<file path="src/rtl/prog_sequencer_pkg.sv">
// Shared types and defaults for the program-load / run / register-dump sequencer.
package prog_sequencer_pkg;

    typedef enum logic [2:0] {
        IDLE = 3'd0,
        LOAD = 3'd1,
        RUN  = 3'd2,
        DUMP = 3'd3,
        DONE = 3'd4
    } state_t;

    localparam logic [3:0] IDLE_RID       = 4'hF;
    localparam int         IMEM_DEPTH_DEF = 32;
    localparam int         NUM_REGS_DEF   = 8;

    function automatic logic [6:0] clamp_len(input logic [5:0] len, input int depth);
        if (int'(len) > depth) return 7'(depth);
        return {1'b0, len};
    endfunction

endpackage

</file>
<file path="src/rtl/prog_sequencer_seq_down_counter.sv">
// Loadable down-counter that saturates at zero; shared by word and run-cycle counting.
module seq_down_counter #(
    parameter int W = 16
) (
    input  logic         clock,
    input  logic         rst_n,
    input  logic         load,
    input  logic [W-1:0] load_val,
    input  logic         en,
    output logic [W-1:0] count,
    output logic         zero
);

    always_ff @(posedge clock) begin
        if (!rst_n)                  count <= '0;
        else if (load)               count <= load_val;
        else if (en && count != '0)  count <= count - 1'b1;
    end

    assign zero = (count == '0);

endmodule

</file>
<file path="src/rtl/prog_sequencer.sv">
// Loads a program into processor instruction memory, runs it for a fixed
// number of cycles, then streams the processor's general registers out.
//   state | meaning
//   IDLE  | waiting for start
//   LOAD  | accepting source words, then one blank write-port cycle
//   RUN   | working held high for run_cycles
//   DUMP  | stepping rID and handing register values out
//   DONE  | one-cycle completion pulse
module prog_sequencer
    import prog_sequencer_pkg::*;
#(
    parameter int IMEM_DEPTH = IMEM_DEPTH_DEF,
    parameter int NUM_REGS   = NUM_REGS_DEF
) (
    input  logic        clock,
    input  logic        rst_n,
    input  logic        start,
    input  logic [5:0]  prog_len,
    input  logic [15:0] run_cycles,
    input  logic        src_valid,
    output logic        src_ready,
    input  logic [31:0] src_data,
    output logic [31:0] addr,
    output logic        wr,
    output logic [31:0] wdata,
    output logic        working,
    output logic [3:0]  rID,
    input  logic [31:0] rdata,
    output logic        dump_valid,
    input  logic        dump_ready,
    output logic [2:0]  dump_idx,
    output logic [31:0] dump_data,
    output logic        busy,
    output logic        done
);

    state_t      state, state_nx;
    logic [31:0] addr_nx, wdata_nx, dump_data_nx;
    logic        wr_nx, working_nx, src_ready_nx, dump_valid_nx, busy_nx, done_nx;
    logic [3:0]  rid_nx;
    logic [2:0]  dump_idx_nx;
    logic [6:0]  widx, widx_nx, len_c, wcnt;
    logic        run_nz, run_nz_nx;
    logic        wcnt_load, wcnt_en, wzero;
    logic        rcnt_load, rcnt_en, rzero;
    logic [15:0] rcnt, rcnt_init;

    assign len_c     = clamp_len(prog_len, IMEM_DEPTH);
    // Preloading run_cycles-1 lets the zero flag mark the final working cycle.
    assign rcnt_init = (run_cycles == 16'd0) ? 16'd0 : run_cycles - 16'd1;

    seq_down_counter #(.W(7)) u_word_cnt (
        .clock(clock), .rst_n(rst_n), .load(wcnt_load), .load_val(len_c),
        .en(wcnt_en), .count(wcnt), .zero(wzero)
    );

    seq_down_counter #(.W(16)) u_run_cnt (
        .clock(clock), .rst_n(rst_n), .load(rcnt_load), .load_val(rcnt_init),
        .en(rcnt_en), .count(rcnt), .zero(rzero)
    );

    always_comb begin
        state_nx      = state;
        addr_nx       = addr;
        wr_nx         = 1'b0;
        wdata_nx      = wdata;
        working_nx    = working;
        rid_nx        = rID;
        src_ready_nx  = src_ready;
        dump_valid_nx = dump_valid;
        dump_idx_nx   = dump_idx;
        dump_data_nx  = dump_data;
        widx_nx       = widx;
        run_nz_nx     = run_nz;
        wcnt_load     = 1'b0;
        wcnt_en       = 1'b0;
        rcnt_load     = 1'b0;
        rcnt_en       = 1'b0;

        case (state)
            IDLE: begin
                if (start) begin
                    wcnt_load = 1'b1;
                    rcnt_load = 1'b1;
                    run_nz_nx = (run_cycles != 16'd0);
                    widx_nx   = 7'd0;
                    if (len_c == 7'd0) begin
                        state_nx   = RUN;
                        working_nx = (run_cycles != 16'd0);
                    end else begin
                        state_nx     = LOAD;
                        src_ready_nx = 1'b1;
                    end
                end
            end
            LOAD: begin
                if (src_ready && src_valid) begin
                    wr_nx    = 1'b1;
                    addr_nx  = 32'(widx);
                    wdata_nx = src_data;
                    widx_nx  = widx + 7'd1;
                    wcnt_en  = 1'b1;
                    if (wcnt == 7'd1) src_ready_nx = 1'b0;
                end else if (wzero) begin
                    // Last word written: blank the port for a cycle, then run.
                    if (wr) begin
                        addr_nx  = 32'd0;
                        wdata_nx = 32'd0;
                    end else begin
                        state_nx   = RUN;
                        working_nx = run_nz;
                    end
                end
            end
            RUN: begin
                rcnt_en = (rcnt != 16'd0);
                if (rzero) begin
                    working_nx    = 1'b0;
                    state_nx      = DUMP;
                    rid_nx        = 4'd0;
                    dump_valid_nx = 1'b0;
                end
            end
            DUMP: begin
                if (!dump_valid) begin
                    dump_data_nx  = rdata;
                    dump_idx_nx   = rID[2:0];
                    dump_valid_nx = 1'b1;
                end else if (dump_ready) begin
                    dump_valid_nx = 1'b0;
                    if (dump_idx == 3'(NUM_REGS - 1)) begin
                        rid_nx   = IDLE_RID;
                        state_nx = DONE;
                    end else begin
                        rid_nx = rID + 4'd1;
                    end
                end
            end
            DONE:    state_nx = IDLE;
            default: state_nx = IDLE;
        endcase

        busy_nx = (state_nx != IDLE);
        done_nx = (state_nx == DONE);
    end

    always_ff @(posedge clock) begin
        if (!rst_n) begin
            state      <= IDLE;
            addr       <= 32'd0;
            wr         <= 1'b0;
            wdata      <= 32'd0;
            working    <= 1'b0;
            rID        <= IDLE_RID;
            src_ready  <= 1'b0;
            dump_valid <= 1'b0;
            dump_idx   <= 3'd0;
            dump_data  <= 32'd0;
            busy       <= 1'b0;
            done       <= 1'b0;
            widx       <= 7'd0;
            run_nz     <= 1'b0;
        end else begin
            state      <= state_nx;
            addr       <= addr_nx;
            wr         <= wr_nx;
            wdata      <= wdata_nx;
            working    <= working_nx;
            rID        <= rid_nx;
            src_ready  <= src_ready_nx;
            dump_valid <= dump_valid_nx;
            dump_idx   <= dump_idx_nx;
            dump_data  <= dump_data_nx;
            busy       <= busy_nx;
            done       <= done_nx;
            widx       <= widx_nx;
            run_nz     <= run_nz_nx;
        end
    end

endmodule

</file>
<file path="config.mk">
export PLATFORM = sky130hd
export DESIGN_NAME = prog_sequencer
export DESIGN_NICKNAME = d
export VERILOG_FILES = /design/src/rtl/prog_sequencer_pkg.sv /design/src/rtl/prog_sequencer_seq_down_counter.sv /design/src/rtl/prog_sequencer.sv
export SDC_FILE = /design/constraint.sdc
export NUM_CORES = 1
export LEC_CHECK = 0
export ABC_AREA = 1
export BUFFER_PORTS_ARGS = -buffer_cell sky130_fd_sc_hd__buf_2
export CELL_PAD_IN_SITES_DETAIL_PLACEMENT = 2
export CELL_PAD_IN_SITES_GLOBAL_PLACEMENT = 2
export CORE_AREA = 2 2 147 149
export CTS_CLUSTER_SIZE = 8
export DETAILED_ROUTE_END_ITERATION = 6
export DIE_AREA = 0 0 149 151
export GPL_ROUTABILITY_DRIVEN = 0
export PLACE_DENSITY_LB_ADDON = 0.1
export SYNTH_ARGS = -nofsm -noshare
export SYNTH_HDL_FRONTEND = slang
export SYNTH_SLANG_ARGS = --single-unit
</file>
<file path="constraint.sdc">
create_clock -name clock -period 4.4 [get_ports clock]
set_clock_uncertainty 0.2 [all_clocks]
set_input_delay 0.88 -clock clock [delete_from_list [all_inputs] [get_ports clock]]
set_output_delay 0.88 -clock clock [all_outputs]
set_load 0.05 [all_outputs]
</file>
==> flow_summary.rst, run 1 <==
.. list-table::
   :header-rows: 1

   * - Metric
     - Value
   * - Commonest non-fill, non-tap cell in the layout
     - sky130_fd_sc_hd__nor2_1
   * - Number of max-capacitance violations reported
     - 0
   * - FF/Latch Area
     - ~2400 sq um
   * - Placement-stage worst setup slack
     - 1.623 ns
   * - Total number of nets in the final design
     - between 1,000 and 1,500
   * - Initial core utilization
     - 0.2882
   * - Post-CTS Resized
     - 0
   * - Tot Pwr
     - 4806 uW
   * - Worst-case headroom to the max-slew limit
     - 0.4439
   * - Flops & latches, synth
     - between 100 and 150
   * - Reg-to-reg startpoint
     - u_word_cnt.count[0]$_SDFFE_PN0P_
   * - Outcome
     - finished clean
   * - Via count
     - 6,198
   * - Standby leakage power
     - ~0.0038 uW
   * - Highest net fanout along the worst path
     - 40
   * - Detailed placement HPWL
     - between 10,000 and 15,000 microns
   * - Via density per instance
     - 4.674
   * - Most used flip-flop cell after synthesis
     - sky130_fd_sc_hd__dfxtp_1
   * - Crit end category
     - flop
   * - Count of distinct cell types in the synthesized netlist
     - 39
   * - Clock transition at path regs
     - 0.05 ns
   * - Hold Crit Depth
     - 2
   * - Hold_buf cts
     - 0
   * - Ports placed on the boundary
     - 200
   * - Hold path start
     - run_nz$_SDFFE_PN0P_
   * - Setup slack of the critical path after layout
     - 1.982 ns
   * - Number of diodes added for antenna fixing
     - 0
   * - Detailed Route Iter0 Violations
     - 204
   * - Top library cells by usage in the layout, fill and taps aside
     - sky130_fd_sc_hd__nor2_1, sky130_fd_sc_hd__buf_2, sky130_fd_sc_hd__nand2_1
   * - Number of buffers inserted by post-CTS setup repair
     - 0
   * - Worst endpoint required time
     - 4.50 ns
   * - DRT Pass-1 Iters
     - 4
   * - CTS Sinks
     - 118
   * - Hold WC Path Type
     - flop to flop
   * - TritonCTS clock tree
     - built
   * - Number of buffers created by CTS
     - 17
   * - Maximum clock path buffer count
     - 2
   * - Antenna violations before repair
     - 2
   * - Die Span Y
     - 151 microns
   * - Remaining global-route overflow
     - 0
   * - Final Cycle Share
     - 0.5495
   * - Layout overhead on the synthesized area
     - 26.44%
   * - Sink of the worst hold path
     - run_nz$_SDFFE_PN0P_
   * - Total power divided by cell area
     - ~630 nW/um^2
   * - Setup TNS
     - 0 ns
   * - Number of core rows
     - 53
   * - Mapped Area
     - 6001 sq um
   * - Multi-input combinational cell area
     - 3040 sq um
   * - Drt drc
     - 0
   * - Cell types occupying the most area after synthesis
     - sky130_fd_sc_hd__dfxtp_1, sky130_fd_sc_hd__nor2_1, sky130_fd_sc_hd__nand2_1, sky130_fd_sc_hd__o21ai_0, sky130_fd_sc_hd__inv_1
   * - Number of instances in the synthesized netlist
     - 878
   * - Number of global-route vias before repair
     - ~6,500
   * - Kind of critical path
     - flop to flop
   * - Post-detailed-routing wire length
     - 20,210 microns
   * - Number of enable flip-flop cells after synthesis
     - 0
   * - Area leader, netlist
     - sky130_fd_sc_hd__dfxtp_1
   * - Mean instance size in the synthesized netlist
     - roughly 6.8 sq um
   * - Peak supply drop
     - between 0.15 and 0.2 mV
   * - Achievable clock frequency
     - 413.6 MHz
   * - R2R setup slack
     - 1.98 ns
   * - Min cycle time layout
     - approximately 2.4 ns
   * - Ys Warns
     - 0
   * - Setup repair after global routing missed its margin
     - false
   * - Area of the die
     - 22,500 sq um
   * - Actual transition at the worst max-transition pin
     - about 0.83 ns
   * - Final Max Slew Viols
     - 0
   * - CTS H-tree lvls
     - 4
   * - Endpoint of the most critical register-to-register path
     - wdata[0]$_SDFFE_PN0P_
   * - Final count of hold timing violations
     - 0
   * - Critical path arrival
     - 2.52 ns
   * - Global-route wire length before repair
     - 33,240 microns
   * - Overall fraction of global-route tracks in use
     - 0.1844
   * - Crit start category
     - flop
   * - Core footprint
     - 20,820 sq um
   * - Routed wirelength normalized by instance count
     - 15.24 microns
   * - Area share of the leading cell type in the synthesized netlist
     - 0.3937
   * - Antenna violation net count after detailed routing
     - 0
   * - Maximum number of pins on one net before global-route repair
     - 46
   * - Final-layout fill cell count
     - ~2,500
   * - Insertion delay to the later sink of the worst-skew pair
     - 0.42 ns
   * - Logic depth of the worst register-to-register path
     - 10
   * - Final-report setup violation count
     - 0
   * - Sequential area share after synthesis
     - 0.3937
   * - Layout cells sized above 1
     - 0.2369
   * - Clock tree root driver cell
     - sky130_fd_sc_hd__clkbuf_16
   * - Die X-Extent
     - 149 microns
   * - Count of input and output buffers
     - 174
   * - Fraction of registers with async set/reset
     - 0
cells in the mapped netlist, types with 5 or more instances:
library cell / n
sky130_fd_sc_hd__ha_1: 7
sky130_fd_sc_hd__a21oi_2: 10
sky130_fd_sc_hd__buf_4: 30
sky130_fd_sc_hd__buf_2: 10
sky130_fd_sc_hd__xor2_1: 7
sky130_fd_sc_hd__clkbuf_1: 16
sky130_fd_sc_hd__inv_2: 7
sky130_fd_sc_hd__o21ai_0: 88
sky130_fd_sc_hd__nor2_1: 190
sky130_fd_sc_hd__nand3_1: 54
sky130_fd_sc_hd__dfxtp_1: 118
sky130_fd_sc_hd__o21ai_1: 13
sky130_fd_sc_hd__xnor2_1: 5
sky130_fd_sc_hd__inv_1: 74
sky130_fd_sc_hd__a21oi_1: 50
sky130_fd_sc_hd__nand2_2: 6
sky130_fd_sc_hd__nand4_1: 5
sky130_fd_sc_hd__nand2_1: 141
stage by stage:
step	util	area [sq um]	hold WS [ns]	std cells
floorplan	-	6091	0.2418	902
global placement	0.3342	6959	0.2580	1295
finish	0.3644	7587	0.2797	1326
CTS	0.3644	7587	0.2839	1326
detailed placement	0.3342	6959	0.2691	1295
global route	0.3644	7587	0.3100	1326
cell families after synthesis:
group	count (synthesis)	share of synthesized area
compound gates	175	0.1591
xor+xnor	12	0.01751
fa+ha+maj	7	0.01459
buf+inv	142	0.1147
flops	118	0.3937
other cells	1	0.0006249
simple gates	423	0.2998
worst max-delay path, stage by stage, from the launching register on:
cell and delay (ns):
sky130_fd_sc_hd__dfxtp_1 0.34, sky130_fd_sc_hd__inv_1 0.13, sky130_fd_sc_hd__ha_1 0.17, sky130_fd_sc_hd__nand2_2 0.07, sky130_fd_sc_hd__nor2_4 0.12, sky130_fd_sc_hd__nand3_2 0.08
sky130_fd_sc_hd__nand2_2 0.06, sky130_fd_sc_hd__buf_4 0.36, sky130_fd_sc_hd__inv_2 0.42, sky130_fd_sc_hd__a21oi_1 0.26, sky130_fd_sc_hd__nor2_1 0.05
layer usage:
layer	vias to the layer above	global-route usage	wire (microns)
li1	3095	-	-
met1	2937	0.2442	9663
met2	150	0.2922	8934
met3	14	0.05934	1426
met4	2	0.04429	167
met5	-	0	13
worst max-delay path by stage:
stage / startpoint / end / slack (ns) / depth (start not counted)
CTS: u_word_cnt.count[0]$_SDFFE_PN0P_ / wdata[7]$_SDFFE_PN0P_ / 1.92 / 10
global placement: src_valid / wdata[30]$_SDFFE_PN0P_ / 1.66 / 9
floorplan: run_cycles[0] / u_run_cnt.count[2]$_SDFFE_PN0P_ / 2.16 / 9
global route: u_word_cnt.count[1]$_SDFFE_PN0P_ / wdata[7]$_SDFFE_PN0P_ / 1.69 / 10
detailed placement: src_valid / wdata[0]$_SDFFE_PN0P_ / 1.62 / 9
finish: u_word_cnt.count[0]$_SDFFE_PN0P_ / wdata[0]$_SDFFE_PN0P_ / 1.98 / 10
area by class of cell:
cell class,count,area share
clock buffer,17,0.05607
multi-input combinational,642,0.4007
clock inverter,14,0.02671
sequential,118,0.3113
tap,275,0.04535
inverter,81,0.04007
timing repair buffer,179,0.1197
state kept, by name (all words and copies together) (netlist names), 3 cells and up:
signal	flops
rID	4
addr	7
dump_data	32
u_run_cnt.count	16
u_word_cnt.count	7
state	3
wdata	32
widx	7
dump_idx	3
where the power goes:
part / internal (uW) / leakage [uW] / total [uW] / switching, uW
clock: 952 / 0.000304 / 1490 / 539
combinational: 560 / 0.00254 / 1910 / 1350
sequential: 1260 / 0.000959 / 1410 / 154
total: 2770 / 0.00380 / 4810 / 2040
Note: power is estimated with default switching activity, not from simulation.
==> run 2, diff against run 1 <==
--- a/config.mk
+++ b/config.mk
@@ -5,7 +5,7 @@
 export SDC_FILE = /design/constraint.sdc
 export NUM_CORES = 1
 export LEC_CHECK = 0
-export ABC_AREA = 1
+export ABC_AREA = 0
 export BUFFER_PORTS_ARGS = -buffer_cell sky130_fd_sc_hd__buf_2
 export CELL_PAD_IN_SITES_DETAIL_PLACEMENT = 2
 export CELL_PAD_IN_SITES_GLOBAL_PLACEMENT = 2
==> constraint.sdc (replaced) <==
create_clock -name clock -period 2.3 [get_ports clock]
set_clock_uncertainty 0.2 [all_clocks]
set_input_delay 0.46 -clock clock [delete_from_list [all_inputs] [get_ports clock]]
set_output_delay 0.46 -clock clock [all_outputs]
set_load 0.05 [all_outputs]
==> run 2 against run 1 <==
Effect of this change:
- sequential cell count unchanged
- total power is 58% higher
- register-to-register slack worse by 1.9 ns
- non-clock buffer count is 51 higher
- via count shrank 4.9%
- die area unchanged
- global-route usage rose by 0.70 points
- synthesized area fell by 7.7%
- largest cell class unchanged
- highest routed layer is now met4
==> flow_summary.rst, run 2 <==
.. list-table::
   :header-rows: 1

   * - Metric
     - Value
   * - Area of the die
     - 22,500 sq um (unchanged)
   * - Maximum number of pins on one net before global-route repair
     - 46 (unchanged)
   * - Outcome
     - finished clean
   * - Critical path arrival
     - 2.35 ns (-0.17 ns)
   * - Cells traversed along the worst timing path
     - or4b_2, a21o_1, o221a_2, a211oi_1
   * - Die Span Y
     - 151 microns (unchanged)
   * - Highest net fanout along the worst path
     - 8 (-80%)
   * - Switching share of power
     - 0.3721 (-0.05204)
   * - Initial core utilization
     - 0.2661 (-0.02205)
   * - Flops & latches, synth
     - 118 (unchanged)
   * - Clock power frac
     - 0.345 (+0.035)
   * - Comb power frac
     - 0.335 (-0.062)
   * - Final count of hold timing violations
     - 0 (unchanged)
   * - Number of core rows
     - 53 (unchanged)
   * - Standby leakage power
     - 0.003200 uW (-16%)
   * - Peak supply drop
     - 0.5660 mV (+200%)
   * - Layout cells sized above 1
     - 0.3176 (+0.08072)
   * - Cell types occupying the most area after synthesis
     - sky130_fd_sc_hd__dfxtp_1, sky130_fd_sc_hd__a21oi_1, sky130_fd_sc_hd__nand2_1, sky130_fd_sc_hd__nand3_1, sky130_fd_sc_hd__buf_4
   * - Number of buffers created by CTS
     - 17 (unchanged)
   * - Via density per instance
     - 4.957 (+6.1%)
   * - Non-filler cells in the finished layout
     - 1,189 (-10%)
   * - Total power divided by cell area
     - 994.1 nW/um^2 (+57%)
   * - Most frequent cells after synthesis
     - sky130_fd_sc_hd__nand2_1, sky130_fd_sc_hd__dfxtp_1, sky130_fd_sc_hd__a21oi_1, sky130_fd_sc_hd__nand3_1, sky130_fd_sc_hd__clkbuf_1
   * - Worst slack on hold paths
     - 0.07614 ns (-0.2036 ns)
   * - TritonCTS clock tree
     - built
   * - Reg-to-reg startpoint
     - state[2]$_SDFF_PN0_
   * - Worst endpoint required time
     - 2.41 ns (-2.09 ns)
   * - Remaining global-route overflow
     - 0 (unchanged)
   * - Ys Warns
     - 0 (unchanged)
   * - Overall fraction of global-route tracks in use
     - 0.1914 (+0.006970)
   * - Worst-case headroom to the max-slew limit
     - 0.6312 (+0.1874)
   * - Internal portion of total power
     - 4767 uW (+72%)
   * - Die X-Extent
     - 149 microns (unchanged)
   * - Detailed Route Iter0 Violations
     - 265 (+30%)
   * - Clock transition at path regs
     - 0.06 ns (about the same)
   * - Ports placed on the boundary
     - 200 (unchanged)
   * - Achievable clock frequency
     - 446.7 MHz (+8.0%)
   * - Sequential area share after synthesis
     - 0.4263 (+0.03262)
   * - Min cycle time layout
     - 2.238 ns (-0.1794 ns)
   * - Maximum clock path buffer count
     - 2 (unchanged)
   * - Mapped Area
     - 5542 sq um (-7.7%)
   * - Antenna violation net count after detailed routing
     - 0 (unchanged)
   * - Fraction of registers with async set/reset
     - 0 (unchanged)
   * - CTS Sinks
     - 118 (unchanged)
   * - Layout overhead on the synthesized area
     - 37.82%
   * - Actual transition at the worst max-transition pin
     - 0.5490 ns (-0.2840 ns)
   * - Register share of total power
     - 0.320 (+0.027)
   * - Hold path start
     - rdata[28]
   * - Max stage delay cell, worst path
     - sky130_fd_sc_hd__or4b_2
   * - Number of max-capacitance violations reported
     - 0 (unchanged)
   * - Number of instances in the synthesized netlist
     - 694 (-21%)
   * - Top library cells by usage in the layout, fill and taps aside
     - sky130_fd_sc_hd__buf_2, sky130_fd_sc_hd__nand2_1, sky130_fd_sc_hd__dfxtp_1
   * - Commonest non-fill, non-tap cell in the layout
     - sky130_fd_sc_hd__buf_2
   * - Number of global-route vias before repair
     - 6,320 (-2.4%)
   * - Placement-stage worst setup slack
     - -0.06926 ns (-1.693 ns)
   * - Hold WC Path Type
     - primary input to flop
   * - Mean instance size in the synthesized netlist
     - 7.985 sq um (+17%)
   * - Number of buffers inserted by post-CTS setup repair
     - 0 (unchanged)
   * - Most used flip-flop cell after synthesis
     - sky130_fd_sc_hd__dfxtp_1
   * - Insertion delay to the later sink of the worst-skew pair
     - 0.42 ns (about the same)
   * - Final-report setup violation count
     - 0 (unchanged)
   * - Antenna violations before repair
     - 1 (-1)
   * - Setup TNS
     - 0 ns (unchanged)
   * - Via count
     - 5,894 (-4.9%)
   * - Final Max Slew Viols
     - 0 (unchanged)
   * - CTS H-tree lvls
     - 4 (unchanged)
   * - Area leader, netlist
     - sky130_fd_sc_hd__dfxtp_1
   * - DRT Pass-1 Iters
     - 4 (unchanged)
   * - Net switching power
     - 2825 uW (+39%)
   * - Worst setup path start
     - state[2]$_SDFF_PN0_
   * - Setup slack of the critical path after layout
     - 0.06157 ns (-1.921 ns)
   * - Largest stage delay, worst path
     - 0.71 ns (+0.29 ns)
   * - Detailed placement HPWL
     - 15,670 microns (+6.1%)
   * - Kind of critical path
     - flop to flop
   * - Most frequent cell after synthesis
     - sky130_fd_sc_hd__nand2_1
   * - Routed wirelength normalized by instance count
     - 18.02 microns (+18%)
   * - Crit start category
     - flop
   * - Drt drc
     - 0 (unchanged)
   * - Count of input and output buffers
     - 174 (unchanged)
   * - Area share of the leading cell type in the synthesized netlist
     - 0.4263 (+0.03262)
   * - Global-route wire length before repair
     - 33,710 microns (+1.4%)
   * - Post-detailed-routing wire length
     - 21,420 microns (+6.0%)
   * - Number of enable flip-flop cells after synthesis
     - 0 (unchanged)
   * - Utilization after layout
     - 0.3668 (+0.002404)
   * - Clock tree root driver cell
     - sky130_fd_sc_hd__clkbuf_16
   * - Largest regs
     - dump_data (32), wdata (32), u_run_cnt.count (16)
   * - Count of distinct cell types in the synthesized netlist
     - 69 (+77%)
   * - Final Cycle Share
     - 0.9732 (+0.4237)
   * - Crit end category
     - flop
   * - Core footprint
     - 20,820 sq um (unchanged)
   * - Total number of nets in the final design
     - 998 (-12%)
   * - Placed Instances
     - 1,156 (-11%)
## run 2: logic make-up (layout without fill, tap and decap cells)
group                    count (synthesis)  after routing  synth area share
AO/OA/AOI/OAI                          171            171            0.1881
XOR/XNOR                                25             25           0.03951
adder cells (fa/ha/maj)                  7              7           0.01580
buffers and inverters                   79            274           0.07157
flip-flops                             118            118            0.4263
multiplexers                             3              3          0.005419
other                                    1             26         0.0006767
AND/OR/NAND/NOR                        290            290            0.2527
## run 2: area by class of cell
| cell class | instances | area, sq um |
|---|---|---|
| clock buffers | 20 | 436.7 |
| inverters | 12 | 45.04 |
| multi-input cells | 521 | 2972 |
| fillers | 2464 | 13190 |
| clock inverters | 12 | 130.1 |
| flip-flops and latches | 118 | 2362 |
| repair buffers | 230 | 1345 |
| diodes | 1 | 2.502 |
| well taps | 275 | 344.1 |
## run 2: repair_timing
item	4_1_cts	5_1_grt
hold endpoints to repair	0	0
endpoints found under the setup margin	13	18
gates resized for setup	4	16
hold buffers	0	0
## run 2: path summary, 6_finish.rpt
| check | end | slack, ns | cells past startpoint |
|---|---|---|---|
| worst max-delay path | u_run_cnt.count[1]$_SDFFE_PN0P_ | 0.06 | 4 |
| worst min-delay path | dump_data[28]$_SDFFE_PN0P_ | 0.08 | 3 |
| worst max register to register | u_run_cnt.count[1]$_SDFFE_PN0P_ | 0.06 | 4 |
| worst min register to register | addr[0]$_SDFFE_PN0P_ | 0.25 | 2 |
## run 2: worst max-delay path, delay by kind of cell (launching register included)
family / cells / cell delay, ns
compound gates: 3 / 0.84
flops: 1 / 0.38
simple gates: 1 / 0.71
## run 2: power by group through the flow
stage | registers [uW] | logic (uW) | clock network (uW)
after CTS | 2430 | 2490 | 2680
after detailed placement | 2460 | 2420 | 0
after floorplan | 2710 | 1200 | 0
after global placement | 2450 | 2360 | 0
final | 2430 | 2540 | 2620
after global routing | 2460 | 2750 | 2780
## run 2: per-stage QoR
step / power (uW) / instance area (sq um)
after global placement: 4805 / 6984
after floorplan: 3902 / 5632
after CTS: 7594 / 7575
final: 7592 / 7637
after detailed placement: 4875 / 6984
after global routing: 7995 / 7635
## run 2: layer usage
layer / part of all wire / up-vias / global-route usage
met3: 0.067 / 26 / 0.06114
met4: 0.016 / 0 / 0.06524
li1: - / 2816 / -
met5: 0 / - / 0
met1: 0.42 / 2881 / 0.2238
met2: 0.50 / 171 / 0.3311
